**config.mk**
```make
export PLATFORM = sky130hd
export DESIGN_NAME = piso_stream
export DESIGN_NICKNAME = d
export VERILOG_FILES = /design/src/rtl/piso_stream.sv
export SDC_FILE = /design/constraint.sdc
export NUM_CORES = 1
export LEC_CHECK = 0
export ABC_CLOCK_PERIOD_IN_PS = 1600
export BUFFER_PORTS_ARGS = -buffer_cell sky130_fd_sc_hd__buf_2
export CAP_MARGIN = 20
export CORE_MARGIN = 10
export CORE_UTILIZATION = 40
export DETAILED_ROUTE_END_ITERATION = 10
export HOLD_SLACK_MARGIN = 0.06
export PLACE_DENSITY = 0.6
export SYNTH_ARGS = -nofsm -noshare
export SYNTH_HDL_FRONTEND = slang
export SYNTH_SLANG_ARGS = --single-unit
```
**constraint.sdc**
```tcl
create_clock -name clk -period 1.6 [get_ports clk]
set_input_delay 0.16 -clock clk [delete_from_list [all_inputs] [get_ports clk]]
set_output_delay 0.16 -clock clk [all_outputs]
set_load 0.01 [all_outputs]
```
**src/rtl/piso_stream.sv**
```systemverilog
// Parallel-in/serial-out shifter with a one-word holding buffer, valid/ready input,
// shift-enable pacing, selectable bit order and a synchronous frame abort.
module piso_stream #(
    parameter int N          = 8,
    parameter bit MSB_FIRST  = 1'b0,
    parameter bit IDLE_LEVEL = 1'b0
) (
    input  logic         clk,
    input  logic         rst,
    input  logic         in_valid,
    input  logic [N-1:0] in_data,
    output logic         in_ready,
    input  logic         shift_en,
    input  logic         abort,
    output logic         ser_out,
    output logic         ser_valid,
    output logic         frame_start,
    output logic         frame_end,
    output logic         busy
);

    localparam int CW = $clog2(N);
    localparam logic [CW-1:0] CNT_LAST = CW'(N - 1);
    localparam logic [CW-1:0] CNT_ZERO = {CW{1'b0}};

    typedef enum logic {
        ST_IDLE  = 1'b0,
        ST_SHIFT = 1'b1
    } state_t;

    state_t        state_r, state_s;
    logic [N-1:0]  hold_r, hold_s;
    logic [N-1:0]  shreg_r, shreg_s;
    logic          hold_full_r, hold_full_s;
    logic [CW-1:0] cnt_r, cnt_s;
    logic          accept_s;
    logic          last_s;
    logic          cur_bit_s;

    assign in_ready    = ~hold_full_r & ~abort;
    assign accept_s    = in_valid & in_ready;
    assign last_s      = (cnt_r == CNT_LAST);
    assign cur_bit_s   = MSB_FIRST ? shreg_r[N-1] : shreg_r[0];
    assign ser_valid   = (state_r == ST_SHIFT);
    assign ser_out     = ser_valid ? cur_bit_s : IDLE_LEVEL;
    assign frame_start = ser_valid & (cnt_r == CNT_ZERO);
    assign frame_end   = ser_valid & last_s;
    assign busy        = ser_valid | hold_full_r;

    // Next-state logic: hold->shifter load, bit advance and word acceptance.
    always_comb begin
        state_s     = state_r;
        hold_s      = hold_r;
        hold_full_s = hold_full_r;
        shreg_s     = shreg_r;
        cnt_s       = cnt_r;
        case (state_r)
            ST_IDLE: begin
                if (hold_full_r) begin
                    shreg_s     = hold_r;
                    cnt_s       = CNT_ZERO;
                    hold_full_s = 1'b0;
                    state_s     = ST_SHIFT;
                end else begin
                    state_s = ST_IDLE;
                end
            end
            ST_SHIFT: begin
                if (shift_en) begin
                    if (last_s) begin
                        // Last bit leaves: chain straight into the buffered word if there is one.
                        if (hold_full_r) begin
                            shreg_s     = hold_r;
                            cnt_s       = CNT_ZERO;
                            hold_full_s = 1'b0;
                            state_s     = ST_SHIFT;
                        end else begin
                            state_s = ST_IDLE;
                        end
                    end else begin
                        cnt_s = cnt_r + CW'(1);
                        if (MSB_FIRST) begin
                            shreg_s = {shreg_r[N-2:0], 1'b0};
                        end else begin
                            shreg_s = {1'b0, shreg_r[N-1:1]};
                        end
                    end
                end else begin
                    state_s = ST_SHIFT;
                end
            end
            default: begin
                state_s = ST_IDLE;
            end
        endcase
        // Acceptance needs an empty hold, so it never collides with a load in the same cycle.
        if (accept_s) begin
            hold_s      = in_data;
            hold_full_s = 1'b1;
        end else begin
            hold_full_s = hold_full_s;
        end
    end

    // State registers; reset and abort both flush the frame and the buffer.
    always_ff @(posedge clk) begin
        if (!rst || abort) begin
            state_r     <= ST_IDLE;
            hold_r      <= {N{1'b0}};
            hold_full_r <= 1'b0;
            shreg_r     <= {N{1'b0}};
            cnt_r       <= CNT_ZERO;
        end else begin
            state_r     <= state_s;
            hold_r      <= hold_s;
            hold_full_r <= hold_full_s;
            shreg_r     <= shreg_s;
            cnt_r       <= cnt_s;
        end
    end

endmodule

```
==> results.sh <==
export IMPL_status="completed"
export IMPL_io_pins=19
export IMPL_finalNetCount=150
export IMPL_dieArea_sq_um=5050
export IMPL_arrival_ns=1.36
export IMPL_fin_util=0.496
export IMPL_yosysTopAreaCell="dfxtp_1"
export IMPL_clockPowerShare=0.297
export IMPL_dr_first_iter_drc_count=47
export IMPL_hold_buffers=0
export IMPL_power_leakage_nw=0.472
export IMPL_tightest_slew_ns=0.458
export IMPL_grt_overflow=0
export IMPL_start_util=0.421
export IMPL_synth_edf_count=0
export IMPL_crit_type="flip-flop to output pin"
export IMPL_hold_viol_final=0
export IMPL_first_pass_iters=4
export IMPL_port_buffers=18
export IMPL_finClkSkew_ns=0.00142
export IMPL_grt_max_degree=14
export IMPL_ys_types=31
export IMPL_rows=18
export IMPL_grt_pass1_wl_um=3650
export IMPL_n_fill_cell=258
export IMPL_fin_setup_tns_ns=0
export IMPL_power_density_nw_per_um2=723
export IMPL_core_area_sq_um=2480
export IMPL_antenna_found_initial=0
export IMPL_grt_pass1_vias=823
export IMPL_path_cells="ha_1 -> ha_4 -> and2_1 -> buf_2"
export IMPL_track_usage=0.0869
export IMPL_internal_power_mw=0.670
export IMPL_post_place_ws_ns=-0.0209
export IMPL_hpwl_um=1610
export IMPL_layout_cells_non_filler=162
export IMPL_yosys_top_cells_area="dfxtp_1 40%, mux2i_1 11%, nor2_1 5.4%"
export IMPL_fin_crit_ns=1.52
export IMPL_gp_congestion=0.845
export IMPL_clock_path_buffers=2
export IMPL_cts_made_buffers=3
export IMPL_p_comb_frac=0.096
export IMPL_p_switching_mw=0.218
export IMPL_drt_vias_per_instance=5.25
export IMPL_synth_most_common_cell="dfxtp_1"
export IMPL_die_width_um=71.0
export IMPL_clock_latency_ns=0.31
export IMPL_drive_above_1_share=0.326
export IMPL_drv_slew=0
export IMPL_areaGrowthSynthToFinish_pct=17.9
export IMPL_crit_path_start_kind="flip-flop"
export IMPL_num_vias=851
export IMPL_switching_share=0.246
export IMPL_htree_num_levels=1
export IMPL_critPathRequiredTime_ns=1.44
export IMPL_crit_path_end_kind="output pin"
export IMPL_postSynthAreaPerCell_sq_um=9.48
export IMPL_period_share=0.951
export IMPL_setup_viol=0
export IMPL_cts_sinks=21
export IMPL_cts_reportedPaths_clkPinSlew_ns=0.12
export IMPL_clockRootBuffer="clkbuf_4"
export IMPL_ys_seq_area_frac=0.403
export IMPL_wl_per_cell_um=13.5
export IMPL_ys_async_sr_fraction=0
export IMPL_fin_ws_ns=0.0791
export IMPL_ys_ff_latch=21
export IMPL_drc=0
export IMPL_seqPwrFrac=0.607
export IMPL_placed_cells=155
export IMPL_ir_worst_vdd_uv=611
export IMPL_syn_cell_area_sq_um=1040
export IMPL_cp_slowest_cell="dfxtp_2"
export IMPL_yosys_warnings=0
export IMPL_syn_instance_count=110
export IMPL_worstHoldPathType="primary input to flip-flop"
export IMPL_slew_headroom=0.695
export IMPL_antenna_cells=0
export IMPL_synth_top_area_frac=0.403
export IMPL_die_h_um=71.0
export IMPL_drv_cap=0
export IMPL_cts_tree="yes"
export IMPL_critical_path_max_fanout=5
export IMPL_fmax_mhz=658
export IMPL_synth_nets=127
export IMPL_hold_ws_ns=0.0743
export IMPL_ant_nets=0
export IMPL_finalWirelength_um=2190
export IMPL_synth_commonest_cells="21 x dfxtp_1, 15 x nor2_1, 11 x mux2i_1"
export IMPL_yosys_most_used_dff="dfxtp_1"
export IMPL_max_stage_delay_ns=0.34
-- sequential cells by signal, summed over array words and instances, names as in the netlist --
| name | cells |
|---|---|
| shreg_r | 8 |
| cnt_r | 3 |
| hold_full_r | 1 |
| ser_valid | 1 |
| hold_r | 8 |
-- cell type report --
class / instances / area, sq um / share of cell area
clock buffer: 3 / 22.5 / 0.0183
clock inverter: 1 / 7.51 / 0.00611
inverter: 6 / 22.5 / 0.0183
multi-input combinational: 77 / 581 / 0.473
sequential: 21 / 423 / 0.344
tap: 30 / 37.5 / 0.0305
timing repair buffer: 24 / 135 / 0.110
-- timing repair --
action	4_1_cts	5_1_grt
endpoints found under the setup margin	4	9
pin swaps	1	2
gates resized for setup	0	7
setup buffers	2	1
hold endpoints to repair	0	0
-- per-stage QoR --
step	instance area [sq um]	power, mW
6_report	1230	0.888
4_1_cts	1200	0.905
3_5_place_dp	1150	0.633
2_1_floorplan	1040	0.603
5_1_grt	1230	0.941
3_3_place_gp	1150	0.632
-- power by group through the flow --
stage	combinational [mW]	clock (mW)	sequential (mW)
floorplan	0.0558	0	0.547
global placement	0.0813	0	0.551
detailed placement	0.0825	0	0.551
CTS	0.0859	0.280	0.539
global route	0.0952	0.305	0.541
finish	0.0853	0.264	0.539
-- path summary, 6_finish.rpt --
path         cells after the start    endpoint  slack [ns]  startpoint
max                              4   frame_end        0.08    cnt_r[0]
min                              3   hold_r[6]        0.07  in_data[6]
max reg2reg                      6  shreg_r[2]        0.11    cnt_r[0]
min reg2reg                      2   hold_r[6]        0.51   hold_r[6]
-- cells by family after synthesis --
group	count (synthesis)	share of synthesized area
muxes	11	0.106
buffers and inverters	12	0.0600
AOI/OAI and AO/OA	23	0.192
adders and majority gates	4	0.0480
and+or+nand+nor	39	0.191
DFF	21	0.403
-- cell usage in the layout, fill, tap and decap left out, types with 2 or more instances in the layout --
cell,Yosys,routed
a21oi_1,2,2
a21oi_2,3,3
a221o_1,3,3
a31oi_1,2,2
and2_1,2,2
buf_2,2,18
buf_4,2,6
clkbuf_4,0,3
dfxtp_1,21,19
dfxtp_2,0,2
ha_1,4,3
inv_1,6,6
mux2i_1,11,11
nand2_1,6,6
nand2b_1,3,2
nand3_1,4,4
nand3b_1,2,2
nor2_1,15,15
nor2b_1,2,2
o21a_1,5,5
o221a_1,2,2
o221a_2,2,2
-- worst max-delay path: cells and delay by family (launching register included) --
family	cells	cell delay, ns
DFF	1	0.34
adders and majority gates	2	0.43
buffers and inverters	1	0.13
and+or+nand+nor	1	0.15
-- metal layers --
| layer | share of wire | vias up | track usage |
|---|---|---|---|
| met4 | 0.012 | 0 | 0.0430 |
| met5 | 0 | - | 0 |
| met3 | 0.052 | 4 | 0.0404 |
| li1 | - | 426 | - |
| met2 | 0.49 | 13 | 0.138 |
| met1 | 0.45 | 408 | 0.0949 |
Note: power is estimated with default switching activity, not from simulation.
